**src/rtl/uart_rx_ctrl_if.sv**
```systemverilog
// uart_rx_ctrl_if: serial line in, received word and status out, between the line side and the receive controller
interface uart_rx_ctrl_if #(parameter int DATA_BITS = 8);
   logic rx;
   logic fall;
   logic [DATA_BITS-1:0] data;
   logic data_valid;
   logic frame_err;
   logic busy;
   modport master(output rx, fall, input data, data_valid, frame_err, busy);
   modport slave(input rx, fall, output data, data_valid, frame_err, busy);
endinterface

```
**src/rtl/uart_rx_ctrl.sv**
```systemverilog
// uart_rx_ctrl: start/data/stop deserializer with mid-bit sampling, LSB-first, one-cycle valid/error pulses
module uart_rx_ctrl #(
   parameter int CLKS_PER_BIT = 434,
   parameter int DATA_BITS = 8
) (
   input logic clk,
   input logic rst,
   uart_rx_ctrl_if.slave bus
);
   localparam int HALF = CLKS_PER_BIT / 2;
   localparam int CW = $clog2(CLKS_PER_BIT);
   localparam int IW = $clog2(DATA_BITS + 1);
   localparam logic [CW-1:0] HALF_END = CW'(HALF - 1);
   localparam logic [CW-1:0] BIT_END = CW'(CLKS_PER_BIT - 1);
   localparam logic [IW-1:0] LAST_IDX = IW'(DATA_BITS - 1);
   if (CLKS_PER_BIT < 4 || DATA_BITS < 5 || DATA_BITS > 9) begin : g_bad_params
      $error("uart_rx_ctrl: CLKS_PER_BIT must be >= 4 and DATA_BITS in 5..9");
   end
   typedef enum logic [1:0] {IDLE, START, DATA, STOP} state_t;
   state_t state, state_nx;
   logic [CW-1:0] cnt;
   logic [IW-1:0] idx;
   logic [DATA_BITS-1:0] shreg, data_q;
   logic valid_q, err_q;
   logic tick, last_bit, shift, good, bad, cnt_clr;
   always_ff @(posedge clk) begin
      state <= rst ? IDLE : state_nx;
   end
   always_comb begin
      state_nx = state;
      case (state)
         IDLE:    state_nx = bus.fall ? START : IDLE;
         START:   state_nx = tick ? (bus.rx ? IDLE : DATA) : START;
         DATA:    state_nx = (tick && last_bit) ? STOP : DATA;
         STOP:    state_nx = tick ? IDLE : STOP;
         default: state_nx = IDLE;
      endcase
   end
   // START samples at half a bit so every later sample lands mid-bit
   always_comb begin
      tick = (state == START) ? (cnt == HALF_END) : ((state == DATA || state == STOP) && cnt == BIT_END);
      last_bit = idx == LAST_IDX;
      shift = state == DATA && tick;
      good = state == STOP && tick && bus.rx;
      bad = state == STOP && tick && !bus.rx;
      cnt_clr = state == IDLE || tick;
   end
   always_ff @(posedge clk) begin
      if (rst) begin
         cnt <= '0;
         idx <= '0;
         shreg <= '0;
         data_q <= '0;
         valid_q <= 1'b0;
         err_q <= 1'b0;
      end else begin
         cnt <= cnt_clr ? '0 : cnt + 1'b1;
         idx <= (state == START) ? '0 : (shift ? idx + 1'b1 : idx);
         shreg <= shift ? {bus.rx, shreg[DATA_BITS-1:1]} : shreg;
         data_q <= good ? shreg : data_q;
         valid_q <= good;
         err_q <= bad;
      end
   end
   assign bus.data = data_q;
   assign bus.data_valid = valid_q;
   assign bus.frame_err = err_q;
   assign bus.busy = state != IDLE;
endmodule

```
**src/flat_wrapper.sv**
```systemverilog
// flat-port wrapper written by rule: the top's interface ports become plain ports
module uart_rx_ctrl_flat 
#(
   parameter int CLKS_PER_BIT = 434,
   parameter int DATA_BITS = 8
)
  (clk, rst, bus_rx, bus_fall, bus_data, bus_data_valid, bus_frame_err, bus_busy);
  uart_rx_ctrl_if #(.DATA_BITS(DATA_BITS)) bus_i ();
  input logic clk;
  input logic rst;
  input wire logic [$bits(bus_i.rx)-1:0] bus_rx;
  input wire logic [$bits(bus_i.fall)-1:0] bus_fall;
  output wire logic [$bits(bus_i.data)-1:0] bus_data;
  output wire logic [$bits(bus_i.data_valid)-1:0] bus_data_valid;
  output wire logic [$bits(bus_i.frame_err)-1:0] bus_frame_err;
  output wire logic [$bits(bus_i.busy)-1:0] bus_busy;
  assign bus_i.rx = bus_rx;
  assign bus_i.fall = bus_fall;
  assign bus_data = bus_i.data;
  assign bus_data_valid = bus_i.data_valid;
  assign bus_frame_err = bus_i.frame_err;
  assign bus_busy = bus_i.busy;
  uart_rx_ctrl #(.CLKS_PER_BIT(CLKS_PER_BIT), .DATA_BITS(DATA_BITS)) u_core (.clk(clk), .rst(rst), .bus(bus_i));
endmodule
```
**config.mk**
```make
export PLATFORM = sky130hd
export DESIGN_NAME = uart_rx_ctrl_flat
export DESIGN_NICKNAME = d
export VERILOG_FILES = /design/src/rtl/uart_rx_ctrl_if.sv /design/src/rtl/uart_rx_ctrl.sv /design/src/flat_wrapper.sv
export SDC_FILE = /design/constraint.sdc
export NUM_CORES = 1
export LEC_CHECK = 0
export CELL_PAD_IN_SITES_DETAIL_PLACEMENT = 0
export CELL_PAD_IN_SITES_GLOBAL_PLACEMENT = 1
export CORE_ASPECT_RATIO = 2
export CORE_MARGIN = 10
export CORE_UTILIZATION = 35
export CTS_CLUSTER_DIAMETER = 100
export DETAILED_ROUTE_END_ITERATION = 12
export DONT_BUFFER_PORTS = 1
export GPL_ROUTABILITY_DRIVEN = 0
export GPL_TIMING_DRIVEN = 0
export PLACE_DENSITY_LB_ADDON = 0.08
export SLEW_MARGIN = 20
export SYNTH_ARGS = -nofsm -noshare
export SYNTH_HDL_FRONTEND = slang
export SYNTH_SLANG_ARGS = --single-unit
```
**constraint.sdc**
```tcl
create_clock -name clk -period 4.35 [get_ports clk]
set_clock_uncertainty 0.2 [all_clocks]
set_input_delay 0.6525 -clock clk [delete_from_list [all_inputs] [get_ports clk]]
set_output_delay 0.6525 -clock clk [all_outputs]
set_load 0.05 [all_outputs]
```
==> metrics.cfg <==
[status]
outcome=complete, no violations

[critical_path]
slowest_delay_ns=0.48
cp_slowest_cell=dfxtp_1
critPathKind=register to output pin
path_buf_inv=1
cp_cell_sequence=nor2_1 -> inv_1
crit_arrival_ns=1.19
critPathTopFamily=flip-flops
critPathRequiredTime_ns=3.50
cp-start-kind=register
end_kind=output pin
path_max_fanout=6

[final_layout]
area_growth_pct=10.67
n_antenna_cell=0
final_cell_mix=33 x dfxtp_1, 24 x nor2_1, 17 x mux2i_1
multi_input_area_um2=720.7
num-nets-final=164
drive_above_1_share_pct=14.74
regArea_um2=660.6
layout_commonest_cell=dfxtp_1
fill_cells=459

[synthesis]
yosysWarnings=0
synth_seq_cells=33
syn-num-nets=157
avgSynthCellArea_um2=9.758
syn-instance-count=149
seq_area_frac_synth_pct=45.44
ys_types=36
synth.cell_area_um2=1454

[die]
fp.dieH_um=111.2
start_util_pct=35.93
ios=15
rows=33
dieArea_um2=7289
core_um2=4046
chipWidth_um=65.58

[detailed_routing]
dr_total_vias=1035
drc=0
drtPass1Iterations=4
ant_nets=0
drt-total-wl_um=3056
drtIter0Drc=34
routedWlPerCell_um=14.69
detail_route.vias_per_cell=4.976

[run]
maxCapViolCount=0

[placement]
hpwl_um=2362
pre_cts_ws_ns=2.321
io_buffer_count=0

[clock_tree]
clock-root-buffer=clkbuf_8
insertion_delay_ns=0.28
tritoncts=done
cts_hold_buf=0
clkTransAtPathRegs_ns=0.07
cts_setup_buffers=0
clk_path_buf_depth=2
post_cts_resized=0
htreeDepth=2
cts_buffers=5
cts_sinks=33

[global_route]
antenna_found_initial=0
grt_usage_pct=9.120
top_usage_layer=met2
grt_pass1_wl_um=5126
grt_use_met2_pct=17.22
overflow=0
use_met1_pct=7.497
grt_max_degree=11
grt_pass1_vias=1078
use_met3_pct=3.441

[power]
vdd_drop_max_mv=0.1995
leakage_uw=0.0005465
p_per_area_nw_per_um2=345.3
finalPower_uw=555.7

[timing]
report.final.slew_viol_count=0
timing.final.ws_setup_ns=2.305
worst_pin_slew_ns=0.5155
finalHoldViolCount=0
setup-violations-final=0
fin_crit_sh_pct=47.02
layout_min_cycle_time_ns=2.045
relSlewSlack_pct=65.32
grt_setup_unrepaired=false
fmax_mhz=488.9
setup_tns_ns=0

[min_path]
hold_path.class=input port to register

[sequential cells by signal, indices dropped and copies added (netlist names)]
name,cells
u_core.cnt,9
u_core.shreg,8
u_core.state,2
u_core.idx,4
u_core.bus.data_valid,1
u_core.bus.data,8
u_core.bus.frame_err,1
[cell families (layout without fill, tap and decap cells)]
group / count (synthesis) / in the layout / synth area share [%]
AND/OR/NAND/NOR: 66 / 66 / 26.51
AO/OA/AOI/OAI: 6 / 6 / 2.927
buffers and inverters: 15 / 22 / 4.991
XOR/XNOR: 7 / 7 / 4.217
flip-flops: 33 / 33 / 45.44
adder cells (fa/ha/maj): 4 / 4 / 3.442
multiplexers: 18 / 18 / 12.48
[area by class of cell]
class                   instances  area share (%)
plain buffers                   8           2.877
clock buffers                   6           5.132
clock inverters                 1          0.4666
inverters                       7           1.633
multi-input cells             101           44.79
flip-flops and latches         33           41.06
well taps                      52           4.044
[where the power goes]
group / leakage (µW) / switching, µW / total (µW) / internal [µW]
Combinational: 0.000237 / 13.6 / 18.6 / 5.03
Sequential: 0.000266 / 2.39 / 306 / 303
Clock: 0.0000433 / 106 / 231 / 125
Total: 0.000547 / 122 / 556 / 433
[through the flow]
step / cell area [µm²] / hold WS (ns) / utilization, % / instances
2_1_floorplan: 1454 / 0.2522 / - / 149
6_report: 1609 / 0.2477 / 39.77 / 208
4_1_cts: 1609 / 0.2386 / 39.77 / 208
3_3_place_gp: 1519 / 0.2686 / 37.54 / 201
5_1_grt: 1609 / 0.2462 / 39.77 / 208
3_5_place_dp: 1519 / 0.2749 / 37.54 / 201
[layer usage]
| metal | up-vias | wire (µm) |
|---|---|---|
| met5 | - | 0 |
| met4 | 0 | 82 |
| met3 | 7 | 152 |
| met2 | 18 | 1788 |
| met1 | 492 | 1032 |
| li1 | 518 | - |
[worst register-to-register path: cells and delay by family (launching register included)]
kind	cells	cell delay, ns
simple gates	2	0.68
flops	1	0.42
mux	1	0.25
fa+ha+maj	1	0.21
compound gates	1	0.07
[cell usage after synthesis, drive strengths merged]
library cell | number | area (µm²)
a211oi | 1 | 7.510
a21oi | 2 | 10.01
a31oi | 1 | 6.260
and4 | 1 | 8.760
buf | 4 | 31.27
clkbuf | 4 | 15.01
dfxtp | 33 | 660.6
ha | 4 | 50.05
inv | 7 | 26.28
mux2 | 1 | 11.26
mux2i | 17 | 170.2
nand2 | 6 | 22.52
nand3 | 4 | 20.02
nand3b | 3 | 26.27
nand4 | 3 | 25.02
nand4bb | 2 | 22.52
nor2 | 30 | 127.6
nor2b | 4 | 27.53
nor3 | 5 | 30.03
nor3b | 1 | 7.510
nor4 | 3 | 33.78
nor4bb | 1 | 10.01
o211a | 1 | 10.01
o41ai | 1 | 8.760
or2 | 1 | 8.760
or4 | 2 | 15.01
xnor2 | 4 | 35.03
xor2 | 3 | 26.28
[path summary, 6_finish.rpt]
path / start / to / slack [ns] / cells after the start
worst max-delay path: u_core.state[0]$_SDFF_PP0_ / bus_busy / 2.30 / 2
worst min-delay path: bus_rx / u_core.bus.frame_err$_SDFF_PP0_ / 0.25 / 1
worst max register to register: u_core.cnt[0]$_SDFF_PP0_ / u_core.idx[3]$_SDFFE_PP0P_ / 2.40 / 5
worst min register to register: u_core.idx[1]$_SDFFE_PP0P_ / u_core.idx[1]$_SDFFE_PP0P_ / 0.29 / 2
Note: power is estimated with default switching activity, not from simulation.
